### config.mk
export PLATFORM = sky130hd
export DESIGN_NAME = datapath_sched
export DESIGN_NICKNAME = d
export VERILOG_FILES = /design/src/rtl/datapath_sched.sv
export SDC_FILE = /design/constraint.sdc
export NUM_CORES = 1
export LEC_CHECK = 0
export CAP_MARGIN = 40
export CELL_PAD_IN_SITES_DETAIL_PLACEMENT = 0
export CELL_PAD_IN_SITES_GLOBAL_PLACEMENT = 2
export CORE_AREA = 2 2 47 66
export CTS_CLUSTER_SIZE = 8
export DETAILED_ROUTE_END_ITERATION = 16
export DIE_AREA = 0 0 49 68
export PLACE_DENSITY_LB_ADDON = 0.05
export SYNTH_ARGS = -nofsm -noshare
export SYNTH_HDL_FRONTEND = slang
export SYNTH_SLANG_ARGS = --single-unit
### constraint.sdc
create_clock -name clk -period 3.5 [get_ports clk]
set_clock_uncertainty 0.05 [all_clocks]
set_input_delay 0.7 -clock clk [delete_from_list [all_inputs] [get_ports clk]]
set_output_delay 0.7 -clock clk [all_outputs]
set_load 0.1 [all_outputs]
### src/rtl/datapath_sched.sv
// datapath_sched: six-state Moore scheduler granting a shared datapath to one of two requesters.
// Contention policy: define ROUND_ROBIN_EN for round-robin, otherwise req0 has fixed priority.
module datapath_sched #(
    parameter int OUT_CYCLES = 1
) (
    input  logic       clk,
    input  logic       rst,
    input  logic       req0,
    input  logic       req1,
    output logic       gnt0,
    output logic       gnt1,
    output logic       done0,
    output logic       done1,
    output logic       sel1,
    output logic       sel2,
    output logic       sel3,
    output logic       sel4,
    output logic       mux1,
    output logic       mux2,
    output logic       Aout,
    output logic       busy,
    output logic [7:0] jobs
);
    localparam logic [2:0] IDLE = 3'd0;
    localparam logic [2:0] LOAD = 3'd1;
    localparam logic [2:0] MUL  = 3'd2;
    localparam logic [2:0] ACC  = 3'd3;
    localparam logic [2:0] OUT  = 3'd4;
    localparam logic [2:0] DONE = 3'd5;
    localparam logic [1:0] OUT_LAST = 2'(OUT_CYCLES - 1);

    logic [2:0] state_q, state_d;
    logic       owner_q, owner_d;
    logic [1:0] cnt_q, cnt_d;
    logic [7:0] jobs_q, jobs_d;
    logic       pick1;

`ifdef ROUND_ROBIN_EN
    // last_q = 1 means requester 1 was served last, so requester 0 wins the next tie
    logic last_q, last_d;
    always_comb begin
        pick1  = req1 & (~req0 | ~last_q);
        last_d = (state_q == IDLE && (req0 | req1)) ? pick1 : last_q;
    end
    always_ff @(posedge clk) last_q <= !rst ? 1'b1 : last_d;
`else
    always_comb pick1 = req1 & ~req0;
`endif

    always_comb begin
        state_d = state_q;
        owner_d = owner_q;
        cnt_d   = 2'd0;
        jobs_d  = jobs_q;
        case (state_q)
            IDLE: if (req0 | req1) begin
                state_d = LOAD;
                owner_d = pick1;
            end
            LOAD: state_d = MUL;
            MUL:  state_d = ACC;
            ACC:  state_d = OUT;
            OUT: begin
                cnt_d   = cnt_q + 2'd1;
                state_d = (cnt_q == OUT_LAST) ? DONE : OUT;
            end
            DONE: begin
                state_d = IDLE;
                jobs_d  = jobs_q + 8'd1;
            end
            default: state_d = IDLE;
        endcase
    end

    always_ff @(posedge clk) begin
        if (!rst) begin
            state_q <= IDLE;
            owner_q <= 1'b0;
            cnt_q   <= 2'd0;
            jobs_q  <= 8'd0;
        end else begin
            state_q <= state_d;
            owner_q <= owner_d;
            cnt_q   <= cnt_d;
            jobs_q  <= jobs_d;
        end
    end

    always_comb begin
        busy  = state_q != IDLE;
        gnt0  = busy & ~owner_q;
        gnt1  = busy & owner_q;
        done0 = (state_q == DONE) & ~owner_q;
        done1 = (state_q == DONE) & owner_q;
        sel1  = state_q == LOAD;
        sel3  = state_q == LOAD;
        sel2  = state_q == MUL || state_q == ACC;
        sel4  = state_q == MUL || state_q == ACC;
        mux1  = state_q == ACC;
        mux2  = state_q == ACC;
        Aout  = state_q == OUT;
        jobs  = jobs_q;
    end
endmodule
; ---- Yosys cells after proc, flatten, opt, wreduce, memory -nomap -nowiden
; Cells that the tools add are included.
[word_totals]
reg_bits = 14
wordCells = 29
input_bits = 4
[op_classes]
addsub = 2
reduce_logical = 6
mux = 3
eq_ne = 6
bitwise = 8
[op_table]
columns = op, n
row1 = $pmux 3 s5, 1
row2 = $add 8x1->8 const B, 1
row3 = $eq 3x2->1 const B, 2
row4 = $eq 3x3->1 const B, 2
row5 = $and 1x1->1, 5
row6 = $reduce_and 2->1, 2
row7 = $eq 3x1->1 const B, 1
row8 = $logic_not 3->1, 1
row9 = $mux 3, 1
row10 = $reduce_bool 3->1, 1
row11 = $add 2x1->2 const B, 1
row12 = $logic_not 2->1, 1
row13 = $ne 2x2->1 const B, 1
row14 = $not 1->1, 2
row15 = $logic_or 1x1->1, 1
row16 = $mux 1, 1
row17 = $or 1x1->1, 1

; ---- Longest topological paths before layout
[depth]
ltp_word = 3
ltp_mapped = 5
depth_no_buf = 5

; ---- Worst setup path before layout
; OpenSTA, ideal clock, no wires.
[synth_timing]
path_type = reg2out
startpoint = register state_q[2]
endpoint = output port sel3
t_required_ps = 2750
arrival_time_ps = 3298
setup_slack_ps = -548
path_stages_with_launch = 4
path_cell_list = dfxtp_1 > buf_2 > nor3b_1 > buf_4
[synth_between]
elab_chain_len = 1
[synth_lines]
columns = element, line_no
row1 = start: declaration, 32  ; logic [2:0] state_q, state_d;
row2 = start signal: assignment, 82  ; state_q <= state_d;
row3 = $eq 3x1->1, -
row4 = end: declaration, 16  ; output logic sel3,
; No other way between the ends.

; ---- Worst setup path after layout
[layout_timing]
startpoint = register state_q[2]
endpoint = output port Aout
[layout_between]
elab_chain_len = 1
[layout_lines]
columns = element, line_no
row1 = $eq 3x3->1, 101  ; Aout = state_q == OUT;
row2 = end: declaration, 20  ; output logic Aout,
; No other way between the ends.

==> tab_implementation.tex <==
\begin{tabular}{lr}
\hline
Metric & Value \\
\hline
\multicolumn{2}{l}{\textbf{Cells and area}} \\
\quad Most used cells in the layout excluding fill and tap cells & sky130\_fd\_sc\_hd\_\_buf\_4 (18), sky130\_fd\_sc\_hd\_\_dfxtp\_1 (14), sky130\_fd\_sc\_hd\_\_nor2\_1 (7) \\
\quad Area growth from synthesis to layout & 41.47\% \\
\quad Number of nets in the final layout & 107 \\
\quad Number of antenna repair diodes & 0 \\
\quad Share of cells above drive strength 1 & 28.00\% \\
\quad Utilization of the core after routing & 34.56\% \\
\quad Most common library cell in the layout ignoring fill and taps & sky130\_fd\_sc\_hd\_\_buf\_4 \\
\multicolumn{2}{l}{\textbf{Clock tree}} \\
\quad Number of CTS-inserted buffers & 3 \\
\quad Level count of the clock H-tree & 1 \\
\quad CTS tree & yes \\
\quad Clock Root Buffer & sky130\_fd\_sc\_hd\_\_clkbuf\_8 \\
\quad Number of instances resized during post-cts repair & 0 \\
\quad Number of setup buffers added after CTS & 0 \\
\quad Clock insertion delay at the later pin of the skew report & 0.25 ns \\
\quad Clock net sink count & 14 \\
\quad Worst-case clock buffer depth & 2 \\
\quad Cts-stage hold buffer count & 0 \\
\quad Clk slew on worst S/H paths & 0.06 ns \\
\multicolumn{2}{l}{\textbf{Timing}} \\
\quad Max Slew Vio Count & 0 \\
\quad Unrepaired setup endpoints after global routing & false \\
\quad Max-slew headroom at the worst pin & just under 70\% \\
\quad Pin slew with the least headroom to its limit & 0.4609 ns \\
\quad Final period demand of the worst path & roughly 2.3 ns \\
\quad Final setup violation count & 0 \\
\quad Setup TNS & 0 ns \\
\quad Maximum clock frequency & 442.8 MHz \\
\quad Final count of hold timing violations & 0 \\
\quad Share of the clock period used by the worst path after layout & 64.52\% \\
\multicolumn{2}{l}{\textbf{Route}} \\
\quad Number of vias per cell after detailed routing & 4.387 \\
\quad Wire length on met1 & 684 um \\
\quad Post-route ant nets & 0 \\
\quad Met2 WL post-DR & $\sim$780 um \\
\quad DRC violations left & 0 \\
\quad Routed via count & approximately 600 \\
\quad DRT Wirelength & between 1500 and 2000 um \\
\quad Initial drt markers & 13 \\
\quad Wire length per cell & 11.47 um \\
\quad Drt first pass iters & 2 \\
\quad Wire length on met3 & 75 um \\
\quad Top layer in use & met4 \\
\multicolumn{2}{l}{\textbf{Global route}} \\
\quad Initial antenna violation count & 0 \\
\quad Wire length of the first global-routing pass & 2766 um \\
\quad Gr ovfl total & 0 \\
\quad Via count of the first global-routing pass & 608 \\
\quad Largest net degree at the start of global routing & 11 \\
\quad Total track usage & between 10\% and 20\% \\
\multicolumn{2}{l}{\textbf{Pwr}} \\
\quad Power dissipated by switching net loads & 219.1 uW \\
\quad Worst vdd rail ir drop & roughly 240 uV \\
\quad Share of total power in combinational logic & a little over a third \\
\quad Total power density per cell area & 542.9 nW/um\^{}2 \\
\quad Leakage Power & roughly 0.42 nW \\
\quad Internal power of the cells & just over 300 uW \\
\quad Clk pwr share & 30.2\% \\
\quad Sequential group share of total power & 34.1\% \\
\quad Switching portion of total power & 41.84\% \\
\multicolumn{2}{l}{\textbf{Synth}} \\
\quad Synthesized area per cell & $\sim$9 sq um \\
\quad Top area cells in the synthesized netlist & sky130\_fd\_sc\_hd\_\_dfxtp\_1 (41\%), sky130\_fd\_sc\_hd\_\_buf\_4 (4.4\%), sky130\_fd\_sc\_hd\_\_nor2\_1 (3.9\%) \\
\quad Post-synth ARST share & 0\% \\
\quad Post-synthesis cell area & 681.9 sq um \\
\quad EDFF count, synth & 0 \\
\quad Number of register bits inferred by synthesis & 14 \\
\quad Sequential element share of the synthesized area & about two fifths \\
\quad Nets in the synthesized netlist & 83 \\
\quad Yosys Warn Count & 0 \\
\quad Number of distinct standard cells referenced by the synthesized netlist & 31 \\
\quad Flip-flop cell with the highest count after synthesis & sky130\_fd\_sc\_hd\_\_dfxtp\_1 \\
\quad Biggest area consumer among synthesized cells & sky130\_fd\_sc\_hd\_\_dfxtp\_1 \\
\quad Synthesized netlist cell count & 77 \\
\quad Area fraction of the dominant cell type after synthesis & roughly two fifths \\
\multicolumn{2}{l}{\textbf{Worst setup path}} \\
\quad Max Fanout on Critical Path & 9 \\
\quad Signal arrival time at the worst endpoint & 1.51 ns \\
\quad Critical Path RT & between 2 and 3 ns \\
\quad Crit path capture type & output pin \\
\quad Type of the worst setup path & reg -> out \\
\quad Kind of launch point of the worst setup path & flop \\
\multicolumn{2}{l}{\textbf{Die}} \\
\quad Die width & 49 um \\
\quad Vertical die dimension & just under 70 um \\
\quad Die ar. & 3332 sq um \\
\quad Initial Util & 24.43\% \\
\quad Number of placement rows & 23 \\
\quad I/O pin count & 24 \\
\quad Placeable core region & approximately 2800 sq um \\
\multicolumn{2}{l}{\textbf{Outcome}} \\
\quad Status & completed \\
\multicolumn{2}{l}{\textbf{Placed design}} \\
\quad Weighted congestion reported at the end of routability-driven placement & 0.6212 \\
\quad Number of input and output port buffers inserted & 23 \\
\multicolumn{2}{l}{\textbf{Worst hold path}} \\
\quad Path category of the worst min-delay check & reg -> reg \\
\multicolumn{2}{l}{\textbf{Job}} \\
\quad Number of max-cap violations & 0 \\
\hline
\end{tabular}
## area by class of cell
cell class              instances  area [sq um]
repair buffers                 25         215.2
fillers                       314          1827
inverters                       7         26.28
clock buffers                   4         55.05
multi-input cells              50         341.6
flip-flops and latches         14         280.3
well taps                      37         46.29
## power groups by stage
stage	Sequential [mW]	Combinational (mW)	Clock, mW
2_1_floorplan	0.173	0.173	0
3_3_place_gp	0.182	0.188	0
3_5_place_dp	0.182	0.188	0
4_1_cts	0.179	0.188	0.166
5_1_grt	0.181	0.195	0.175
6_report	0.179	0.187	0.158
## through the flow
step	worst slack (ns)	hold WS (ns)	cells	area (sq um)	total power [mW]
6_report	1.242	0.4272	137	964.7	0.5237
2_1_floorplan	0.1104	0.4329	77	694.4	0.3464
5_1_grt	1.062	0.4406	137	964.7	0.5513
3_5_place_dp	1.485	0.4162	133	909.6	0.3700
4_1_cts	1.216	0.4278	137	964.7	0.5331
3_3_place_gp	1.282	0.4072	131	879.6	0.3705
## metal layers
metal / vias up / global-route usage [%]
li1: 308 / -
met1: 272 / 11.84
met2: 17 / 20.03
met3: 4 / 1.965
met4: 0 / 7.500
met5: - / 0
## synthesized netlist by cell type, types with 2 or more instances
library cell and count:
sky130_fd_sc_hd__o31ai_1 2, sky130_fd_sc_hd__mux2i_1 2, sky130_fd_sc_hd__a21oi_1 5, sky130_fd_sc_hd__o21a_1 2, sky130_fd_sc_hd__o21ai_0 2, sky130_fd_sc_hd__inv_1 6, sky130_fd_sc_hd__or3_1 2, sky130_fd_sc_hd__and3_1 2
sky130_fd_sc_hd__nor3_1 4, sky130_fd_sc_hd__nor3b_1 2, sky130_fd_sc_hd__ha_1 2, sky130_fd_sc_hd__buf_4 4, sky130_fd_sc_hd__xnor2_1 2, sky130_fd_sc_hd__or4_1 2, sky130_fd_sc_hd__dfxtp_1 14, sky130_fd_sc_hd__nand2_1 3
sky130_fd_sc_hd__nor2_1 7
## registers in the layout, summed over array words and instances, names as in the netlist
signal	count
cnt_q	2
jobs	8
state_q	3
owner_q	1
## critical path, cell delays in order (launching register included)
cell and delay [ns]:
sky130_fd_sc_hd__dfxtp_1 0.56, sky130_fd_sc_hd__nor3b_2 0.35, sky130_fd_sc_hd__buf_4 0.35
## path summary, 6_finish.rpt
| check | cells after the start | to | slack, ns | startpoint |
|---|---|---|---|---|
| setup reg to reg | 3 | jobs[5] | 1.96 | state_q[2] |
| hold / removal | 2 | jobs[7] | 0.43 | jobs[7] |
| setup / recovery | 2 | Aout | 1.24 | state_q[2] |
| hold reg to reg | 2 | jobs[7] | 0.43 | jobs[7] |
## cells by family after synthesis
group | synth area share, %
and+or+nand+nor | 27.16
DFF | 41.10
buffers and inverters | 10.64
AOI/OAI and AO/OA | 10.64
xor gates and xnor gates | 3.854
muxes | 2.936
adders and majority gates | 3.669
Power figures use the tool's default switching activity.
